--- src/rtl/uart_pkg.sv ---
// uart_pkg: register map, status bit positions and FSM encodings for the MMIO UART transmitter
package uart_pkg;
  localparam logic [5:0] REG_TXDATA = 6'h00;
  localparam logic [5:0] REG_STATUS = 6'h01;
  localparam int ST_FULL  = 0;
  localparam int ST_EMPTY = 1;
  localparam int ST_BUSY  = 2;
  localparam int ST_CNT   = 4;
  typedef enum logic [1:0] {B_IDLE, B_STALL, B_RESP} bus_state_t;
  typedef enum logic [1:0] {T_IDLE, T_START, T_DATA, T_STOP} tx_state_t;
endpackage

--- src/rtl/uart_tx_fifo.sv ---
// uart_tx_fifo: circular byte FIFO with occupancy count, push and pop allowed in the same cycle
module uart_tx_fifo #(
  parameter int DEPTH = 4
) (
  input  logic                     clk,
  input  logic                     rst,
  input  logic                     push,
  input  logic                     pop,
  input  logic [7:0]               din,
  output logic [7:0]               dout,
  output logic                     full,
  output logic                     empty,
  output logic [$clog2(DEPTH):0]   count
);
  localparam int AW = $clog2(DEPTH);
  logic [7:0] mem [DEPTH];
  logic [AW-1:0] wp, rp;
  logic do_push, do_pop;
  assign full    = count == (AW+1)'(DEPTH);
  assign empty   = count == '0;
  assign do_push = push && (!full || pop);
  assign do_pop  = pop && !empty;
  assign dout    = mem[rp];
  always_ff @(posedge clk or posedge rst) begin
    if (rst) begin
      wp    <= '0;
      rp    <= '0;
      count <= '0;
    end else begin
      wp    <= do_push ? wp + AW'(1) : wp;
      rp    <= do_pop ? rp + AW'(1) : rp;
      count <= (do_push && !do_pop) ? count + (AW+1)'(1) :
               (do_pop && !do_push) ? count - (AW+1)'(1) : count;
    end
  end
  always_ff @(posedge clk) begin
    if (do_push) mem[wp] <= din;
  end
endmodule

--- src/rtl/uart_tx_mmio.sv ---
// uart_tx_mmio: picorv32-bus UART transmitter with TX FIFO, status register and 8N1 shifter
module uart_tx_mmio
  import uart_pkg::*;
#(
  parameter logic [31:0] BASE_ADDR  = 32'h0200_0000,
  parameter int          CLK_DIV    = 417,
  parameter int          FIFO_DEPTH = 4
) (
  input  logic        clk,
  input  logic        rst,
  input  logic        mem_valid,
  input  logic [31:0] mem_addr,
  input  logic [31:0] mem_wdata,
  input  logic [3:0]  mem_wstrb,
  output logic        mem_ready,
  output logic [31:0] mem_rdata,
  output logic        uart_tx
);
  localparam int CW = $clog2(FIFO_DEPTH) + 1;
  localparam logic [15:0] DIV_M1 = 16'(CLK_DIV - 1);
  bus_state_t bs, bs_n;
  tx_state_t ts, ts_n;
  logic sel, acc_push, req_push, push, pop, full, empty, tick, busy;
  logic [7:0] req_byte, fifo_dout, sh;
  logic [31:0] rdata_q, status;
  logic [CW-1:0] count;
  logic [15:0] baud;
  logic [2:0] bit_idx;
  logic unused_bits;
  assign unused_bits = ^{mem_addr[1:0], mem_wdata[31:8]};
  assign sel      = mem_valid && mem_addr[31:8] == BASE_ADDR[31:8];
  assign acc_push = mem_addr[7:2] == REG_TXDATA && mem_wstrb[0];
  assign busy     = ts != T_IDLE;
  always_comb begin
    status = '0;
    status[ST_FULL]     = full;
    status[ST_EMPTY]    = empty;
    status[ST_BUSY]     = busy;
    status[ST_CNT +: 4] = 4'(count);
  end
  // RESP always returns to IDLE, so a master that keeps valid high gets one response per two cycles
  always_comb begin
    bs_n = bs == B_IDLE  ? (sel ? ((acc_push && full) ? B_STALL : B_RESP) : B_IDLE) :
           bs == B_STALL ? (full ? B_STALL : B_RESP) : B_IDLE;
  end
  always_ff @(posedge clk or posedge rst) begin
    if (rst) begin
      bs       <= B_IDLE;
      req_push <= 1'b0;
      req_byte <= '0;
      rdata_q  <= '0;
    end else begin
      bs <= bs_n;
      if (bs == B_IDLE && sel) begin
        req_push <= acc_push;
        req_byte <= mem_wdata[7:0];
        rdata_q  <= (mem_addr[7:2] == REG_STATUS && mem_wstrb == 4'h0) ? status : '0;
      end
    end
  end
  assign mem_ready = bs == B_RESP;
  assign mem_rdata = mem_ready ? rdata_q : '0;
  assign push      = mem_ready && req_push;
  uart_tx_fifo #(.DEPTH(FIFO_DEPTH)) u_fifo (
    .clk   (clk),
    .rst   (rst),
    .push  (push),
    .pop   (pop),
    .din   (req_byte),
    .dout  (fifo_dout),
    .full  (full),
    .empty (empty),
    .count (count)
  );
  assign tick = baud == '0;
  // popping at the end of the stop bit chains frames with no idle gap
  assign pop  = !empty && (ts == T_IDLE || (ts == T_STOP && tick));
  always_comb begin
    ts_n = ts;
    case (ts)
      T_IDLE:  ts_n = pop ? T_START : T_IDLE;
      T_START: ts_n = tick ? T_DATA : T_START;
      T_DATA:  ts_n = (tick && bit_idx == 3'd7) ? T_STOP : T_DATA;
      T_STOP:  ts_n = tick ? (pop ? T_START : T_IDLE) : T_STOP;
      default: ts_n = T_IDLE;
    endcase
  end
  always_ff @(posedge clk or posedge rst) begin
    if (rst) begin
      ts      <= T_IDLE;
      baud    <= '0;
      sh      <= '0;
      bit_idx <= '0;
    end else begin
      ts      <= ts_n;
      baud    <= pop ? DIV_M1 : (ts == T_IDLE || ts_n == T_IDLE) ? '0 : tick ? DIV_M1 : baud - 16'd1;
      sh      <= pop ? fifo_dout : (ts == T_DATA && tick) ? sh >> 1 : sh;
      bit_idx <= ts == T_DATA ? (tick ? bit_idx + 3'd1 : bit_idx) : '0;
    end
  end
  assign uart_tx = ts == T_START ? 1'b0 : ts == T_DATA ? sh[0] : 1'b1;
endmodule

--- config.mk ---
export PLATFORM = sky130hd
export DESIGN_NAME = uart_tx_mmio
export DESIGN_NICKNAME = d
export VERILOG_FILES = /design/src/rtl/uart_pkg.sv /design/src/rtl/uart_tx_fifo.sv /design/src/rtl/uart_tx_mmio.sv
export SDC_FILE = /design/constraint.sdc
export NUM_CORES = 1
export LEC_CHECK = 0
export ABC_AREA = 1
export CORE_MARGIN = 2
export CORE_UTILIZATION = 46
export DETAILED_ROUTE_END_ITERATION = 8
export HOLD_SLACK_MARGIN = 0.03
export PLACE_DENSITY = 0.75
export SYNTH_ARGS = -nofsm -noshare
export SYNTH_HDL_FRONTEND = slang
export SYNTH_SLANG_ARGS = --single-unit
--- constraint.sdc ---
create_clock -name clk -period 3.6 [get_ports clk]
set_input_delay 0.9 -clock clk [delete_from_list [all_inputs] [get_ports clk]]
set_output_delay 0.9 -clock clk [all_outputs]
set_load 0.01 [all_outputs]
-- Word-level counts from Yosys, hierarchy flattened
Memories as Yosys holds them, arrays and structs flattened.
Cells that the tools add are included.
- $add $sub $neg: 6
- equal/unequal tests: 10
- mux-type cells: 25
- reductions and logical operators: 31
- operators by type and width (cell ; count):
    $mux W16 ; 3
    $mux W32 ; 1
    $eq A24 B18 Y1 const B ; 1
    $logic_not A16 Y1 ; 1
    $mux W8 ; 2
    $sub A16 B1 Y16 const B ; 1
    $logic_and A1 B1 Y1 ; 14
    $mux W2 ; 7
    $mux W3 ; 4
    $pmux W2 S4 ; 1
    $mux W7 ; 1
    $add A3 B1 Y3 const B ; 2
    $eq A2 B2 Y1 const B ; 3
    $eq A3 B3 Y1 const B ; 2
    $eq A6 B1 Y1 const B ; 1
    $logic_not A2 Y1 ; 3
    $logic_not A6 Y1 ; 1
    $mux W1 ; 6
    $reduce_bool A2 Y1 ; 3
    $add A2 B1 Y2 const B ; 2
    $eq A2 B1 Y1 const B ; 2
    $logic_not A1 Y1 ; 4
    $logic_not A4 Y1 ; 1
    $logic_not A3 Y1 ; 1
    3 further kinds ; 5
- bits in registers: 79
- RAM bits: 32
- input bits: 71
- output and inout port bits: 34
- logic and storage cells: 84
- memories kept: 1
- memory list (memory ; words ; bits a word ; read ports ; clocked after Yosys merged registers in ; write ports ; line ; RTL):
    u_fifo.mem ; 4 ; 8 ; 1 ; 0 ; 1 ; uart_tx_fifo.sv:16 ; logic [7:0] mem [DEPTH];

-- Longest topological paths before layout
- depth after elaboration: 11
- mapped depth: 16
- mapped depth without buffers: 16

-- By module
From an unflattened synthesis, not the netlist that was laid out.
- cell total of the unflattened synthesis: 472
- area, all modules: 4271.6 um^2
- by module, submodules not included (module ; instances ; cells an instance ; area an instance (um^2) ; sequential area each (um^2)):
    uart_tx_mmio ; 1 ; 324 ; 2563.7 ; 1151.1
    uart_tx_fifo ; 1 ; 148 ; 1707.9 ; 1136.1

-- Worst setup path after synthesis
No wires, ideal clock.
- path type: reg2reg
- start point: reg baud[0]
- end point: reg u_fifo.count[2]
- library setup time: 0.131 ns
- arrival: 2.282 ns
- data required time: 3.469 ns
- slack: 1.187 ns
- stages on the path, launching flop included: 17
- path buffers: 0
- period minus slack after synthesis: 2.413 ns
- cell sequence: dfrtp_1 > inv_1 > ha_1 > nand2_2 > nor2_4 > nand2_4 > nand2_4 > nand2_4 > nand2_2 > nand2_4 > clkinv_2 > ha_1 > inv_1 > fa_1 > a21oi_1 > o21ai_0 > xor2_1
- longest elaborated chain between the ends: 9
- elaborated cells on any way between the ends: 13
- classes of those cells: mux (1); reduce/logical (12)
- ends and longest elaborated chain (what ; line ; RTL):
    from (decl) ; uart_tx_mmio.sv:27 ; logic [15:0] baud;
    from (signal assigned) ; uart_tx_mmio.sv:96 ; baud <= pop ? DIV_M1 : (ts == T_IDLE || ts_n == T_IDLE) ? '0 : tick ? DIV_M1 : baud - 16'd1;
    $logic_not A16 Y1 (*) ; uart_tx_mmio.sv:75 ; assign tick = baud == '0;
    $logic_and A1 B1 Y1 (*) ; uart_tx_mmio.sv:77 ; assign pop = !empty && (ts == T_IDLE || (ts == T_STOP && tick));
    $logic_or A1 B1 Y1 (*) ; uart_tx_mmio.sv:77 ;
    $logic_and A1 B1 Y1 (*) ; uart_tx_mmio.sv:77 ;
    $logic_or A1 B1 Y1 (*) ; uart_tx_fifo.sv:21 ; assign do_push = push && (!full || pop);
    $logic_and A1 B1 Y1 (*) ; uart_tx_fifo.sv:21 ;
    named net u_fifo.do_push ; uart_tx_fifo.sv:18 ; logic do_push, do_pop;
    $logic_not A1 Y1 ; uart_tx_fifo.sv:33 ; (do_pop && !do_push) ? count - (AW+1)'(1) : count;
    $logic_and A1 B1 Y1 ; uart_tx_fifo.sv:33 ;
    $reduce_bool A2 Y1 (no line) ; n/a ;
    to (signal assigned) ; uart_tx_fifo.sv:32 ; count <= (do_push && !do_pop) ? count + (AW+1)'(1) :
    to (decl) ; uart_tx_fifo.sv:13 ; output logic [$clog2(DEPTH):0] count
Mark *: on every way through the listed nets, which the timed path passes. The rest lies on a longest branch.
A chain may end at the register's enable or synchronous reset.

-- Final worst setup path
Same ends and word-level chain as after synthesis.

==> results by stage <==
Outcome:
- The run finished with clean final reports.

STA:
- Setup repair after global routing left no endpoint under its margin.
- At the pin with the least slew margin, the transition time is 778 ps.
- The maximum achievable frequency is 0.362 GHz.
- The post-route worst hold slack is approximately 440 ps.
- The worst pin sits at a relative slew slack of around 48%.
- The final-report hold violation count is 0.
- The clock arrives with 7.74 ps of skew.
- The number of pins with negative max-slew slack in the final report is 0.
- The post-layout minimum cycle time is 2760 ps.
- In the final timing run, aggregate negative setup slack is 0 ps.
- The share of the clock period used by the worst path after layout is 76.7%.
- The number of setup violations in the final report is 0.

Global route:
- Entering global routing, the biggest net connects 54 pins.
- The combined global-route utilization of all metal layers is between 15 and 20%.
- The number of global-route vias before repair is between 2000 and 3000.
- Global routing finished with a remaining overflow of 0.
- The number of antenna violations at the first check in global routing is 0.
- The first global-routing pass estimated 12.9 mm of wire.

Worst setup path:
- In this run the register-to-register setup slack is ~840 ps.
- The worst flop-to-flop path startpoint is baud[0].
- The nature of the critical path startpoint is a flop.
- At the worst endpoint, the required time is 3840 ps.
- The depth of the most critical reg-to-reg path is 16.
- The critical path in this run is classified as reg2reg.
- The peak fanout along the critical path is 13.
- Data on the critical path arrives at its endpoint at approximately 3000 ps.
- The endpoint identified for the worst register-to-register timing path is u_fifo.count[2].
- The most critical setup path has its endpoint at u_fifo.count[2].
- Tracing the worst setup path back leads to its startpoint at baud[0].
- STA classifies the critical path endpoint as a flop.

Die:
- The area enclosed by the die boundary is 9910 µm².
- The cell row count is 34.
- The effective utilization at floorplan is between 40% and 50%.
- Measured along the x axis, the die boundary spans ~100 µm.
- The floorplan step set the die height to around 100 µm.
- For this design the top-level I/O count stands at ~110.
- The core region is about 8800 µm².

Route:
- For this block, the initial DRC count from the detailed router was ~130.
- In the final routed layout, each cell accounts on average for approximately 12 µm.
- The number of vias in the routed layout is roughly 3000.
- The routed wire length is ~7.5 mm.
- In the routed design, unresolved DRC markers number 0.
- The number of detailed-route iterations in the first pass is 4.
- The number of vias per cell after detailed routing is approximately 4.8.
- The post-detailed-route count of antenna-violating nets is 0.

Place:
- Detailed placement finished with a half-perimeter wire length of ~5.3 mm.
- The congestion estimate from routability-driven global placement came to just over 0.8.
- The area of placed instances is roughly 4700 µm².
- The number of input and output port buffers inserted is between 50 and 60.
- The placed instance count is about 600.

Logic synthesis:
- Counting every instance in the synthesized netlist gives 452.
- The Yosys step of the flow raised 0 warnings.
- sky130_fd_sc_hd__dfrtp_1 takes more of the synthesized area than any other cell.
- For this run, asynchronously set or reset flops after synthesis account for between 60% and 70%.
- Counting distinct cell types in the post-synthesis netlist gives 36.
- The cell area after technology mapping is 4200 µm².
- By count the netlist is led by sky130_fd_sc_hd__nand2_1, sky130_fd_sc_hd__nor2_1, sky130_fd_sc_hd__dfrtp_1.
- The most common cell in the synthesized netlist is sky130_fd_sc_hd__nand2_1.
- The post-synthesis register bit count is 85.
- The count of flip-flops with a built-in enable after synthesis is 32.
- The most instantiated flip-flop cell in the synthesis netlist is sky130_fd_sc_hd__dfrtp_1.
- A synthesized cell averages 9.29 µm².
- By area the synthesized netlist is led by sky130_fd_sc_hd__dfrtp_1, sky130_fd_sc_hd__edfxtp_1, sky130_fd_sc_hd__nand2_1, sky130_fd_sc_hd__nor2_1, sky130_fd_sc_hd__buf_4.
- The post-synthesis sequential area ratio is between 50 and 60%.
- The area share of the leading cell type in the synthesized netlist is a little under a third.

Clock tree:
- The clock root buffer master is sky130_fd_sc_hd__clkbuf_8.
- The total clock buffers created by CTS is 9.
- The clock tree from TritonCTS is done.
- In this run the post-CTS setup repair buffer count came out at 0.
- The H-tree generated during clock tree synthesis spans 3 levels.
- Counting along the longest clock path gives a buffer depth of 2.
- The later-pin clock latency in the skew report is 360 ps.
- Once the clock tree was built, the resizer swapped 0 gates to a different size.
- The register clock-pin slew on the reported worst setup and hold paths is roughly 100 ps.
- Clock tree synthesis found a total of 85 sinks.
- The number of hold buffers added after CTS was 0.

Final layout:
- The synthesis-to-layout area growth is 17.4%.
- The number of antenna repair diodes is 0.
- The number of cells in the finished layout apart from fillers is 621.
- The net count of the finished layout is 588.
- Fill cells in the final layout number between 700 and 800.
- The ratio of cells with drive above 1 in the final layout is 8.97%.
- The post-layout utilization of the core is between 50% and 60%.
- After routing the design area is 4930 µm².

Worst hold path:
- The tightest min-delay check is of the reg2reg type.

Job:
- Across the run, the number of max-cap violations was 0.

Power and ir drop:
- The power per unit of standard cell area is between 300 and 400 nW/µm².
- The worst vdd rail ir drop is approximately 0.33 mV.
- In this run the static leakage power is 2.42 nW.
-- per-layer routing --
layer	wire [µm]	global-route usage, %	vias to the layer above
met5	0	0	-
met4	136	7.48	0
met3	290	2.67	14
met2	3760	28.6	69
met1	3270	19.5	1370
li1	-	-	1513
-- cell families after synthesis --
kind of cell             Yosys count  share of synthesized area (%)
flip-flops                        85                           54.5
multiplexers                       1                          0.268
other                              1                         0.0893
AND/OR/NAND/NOR                  217                           24.1
AO/OA/AOI/OAI                     44                           5.57
adder cells (fa/ha/maj)            9                           2.86
XOR/XNOR                          14                           2.92
buffers and inverters             81                           9.74
-- power breakdown --
part / switching [mW] / leakage [nW] / internal [mW]
clock: 0.394 / 0.0979 / 0.273
combinational: 0.0362 / 1.22 / 0.0465
sequential: 0.000310 / 1.10 / 0.998
total: 0.430 / 2.42 / 1.32
-- critical path: stages (launching register included) --
cell and delay [ps]:
sky130_fd_sc_hd__dfrtp_1 390, sky130_fd_sc_hd__inv_1 90, sky130_fd_sc_hd__ha_1 230, sky130_fd_sc_hd__nand2_2 140, sky130_fd_sc_hd__nor2_4 180, sky130_fd_sc_hd__nand2_4 110
sky130_fd_sc_hd__nand2_4 180, sky130_fd_sc_hd__nand2_4 100, sky130_fd_sc_hd__nand2_2 90, sky130_fd_sc_hd__nand2_4 70, sky130_fd_sc_hd__clkinv_2 70, sky130_fd_sc_hd__ha_1 130
sky130_fd_sc_hd__inv_1 70, sky130_fd_sc_hd__fa_1 370, sky130_fd_sc_hd__a21oi_1 140, sky130_fd_sc_hd__o21ai_0 120, sky130_fd_sc_hd__xor2_1 160
-- cells in the final DEF, fill, tap and decap left out, types with 2 or more instances in the layout --
cell type                          n
sky130_fd_sc_hd__dfrtp_1          53
sky130_fd_sc_hd__inv_6             2
sky130_fd_sc_hd__nand4_1           3
sky130_fd_sc_hd__o21ai_1           2
sky130_fd_sc_hd__nor2_4            5
sky130_fd_sc_hd__a21oi_1           6
sky130_fd_sc_hd__nand2_1          86
sky130_fd_sc_hd__conb_1           26
sky130_fd_sc_hd__clkbuf_8          9
sky130_fd_sc_hd__ha_1              8
sky130_fd_sc_hd__nand2_4           4
sky130_fd_sc_hd__o21ai_0          26
sky130_fd_sc_hd__nor2_1           73
sky130_fd_sc_hd__inv_1            45
sky130_fd_sc_hd__edfxtp_1         32
sky130_fd_sc_hd__nand3_1          21
sky130_fd_sc_hd__o22ai_1           9
sky130_fd_sc_hd__nor3_1            3
sky130_fd_sc_hd__inv_2             2
sky130_fd_sc_hd__xor2_1            8
sky130_fd_sc_hd__clkdlybuf4s50_1  52
sky130_fd_sc_hd__nor2_2            6
sky130_fd_sc_hd__xnor2_1           6
sky130_fd_sc_hd__clkinv_8          2
sky130_fd_sc_hd__nor4_1            4
sky130_fd_sc_hd__nand2_2           5
-- flip-flops by register name, indices dropped and copies added (netlist names) --
signal	count
u_fifo.mem	32
baud	16
req_byte	8
sh	8
rdata_q	6
bit_idx	3
u_fifo.count	3
bs	2
ts	2
u_fifo.rp	2
u_fifo.wp	2
req_push	1
-- per-stage QoR --
step	setup WS, ps	power [mW]
CTS	833	1.76
global placement	865	1.10
floorplan	1190	1.07
detailed placement	790	1.10
finish	837	1.75
global route	577	1.81
-- how the worst min path moves through the flow --
| stage | slack (ps) | start | depth (start not counted) | endpoint |
|---|---|---|---|---|
| floorplan | 400 | baud[0] | 1 | baud[0] |
| CTS | 440 | baud[0] | 1 | baud[0] |
| global route | 450 | baud[0] | 1 | baud[0] |
| detailed placement | 420 | baud[0] | 1 | baud[0] |
| finish | 440 | baud[0] | 1 | baud[0] |
| global placement | 410 | baud[0] | 1 | baud[0] |
-- final cells by class --
type | count | area (µm²) | area share (%)
timing repair buffer | 53 | 528 | 10.7
inverter | 48 | 181 | 3.68
multi-input combinational | 311 | 1600 | 32.4
tap | 108 | 135 | 2.74
clock buffer | 9 | 124 | 2.51
sequential | 85 | 2290 | 46.4
clock inverter | 7 | 77.6 | 1.57
Note: power is estimated with default switching activity, not from simulation.
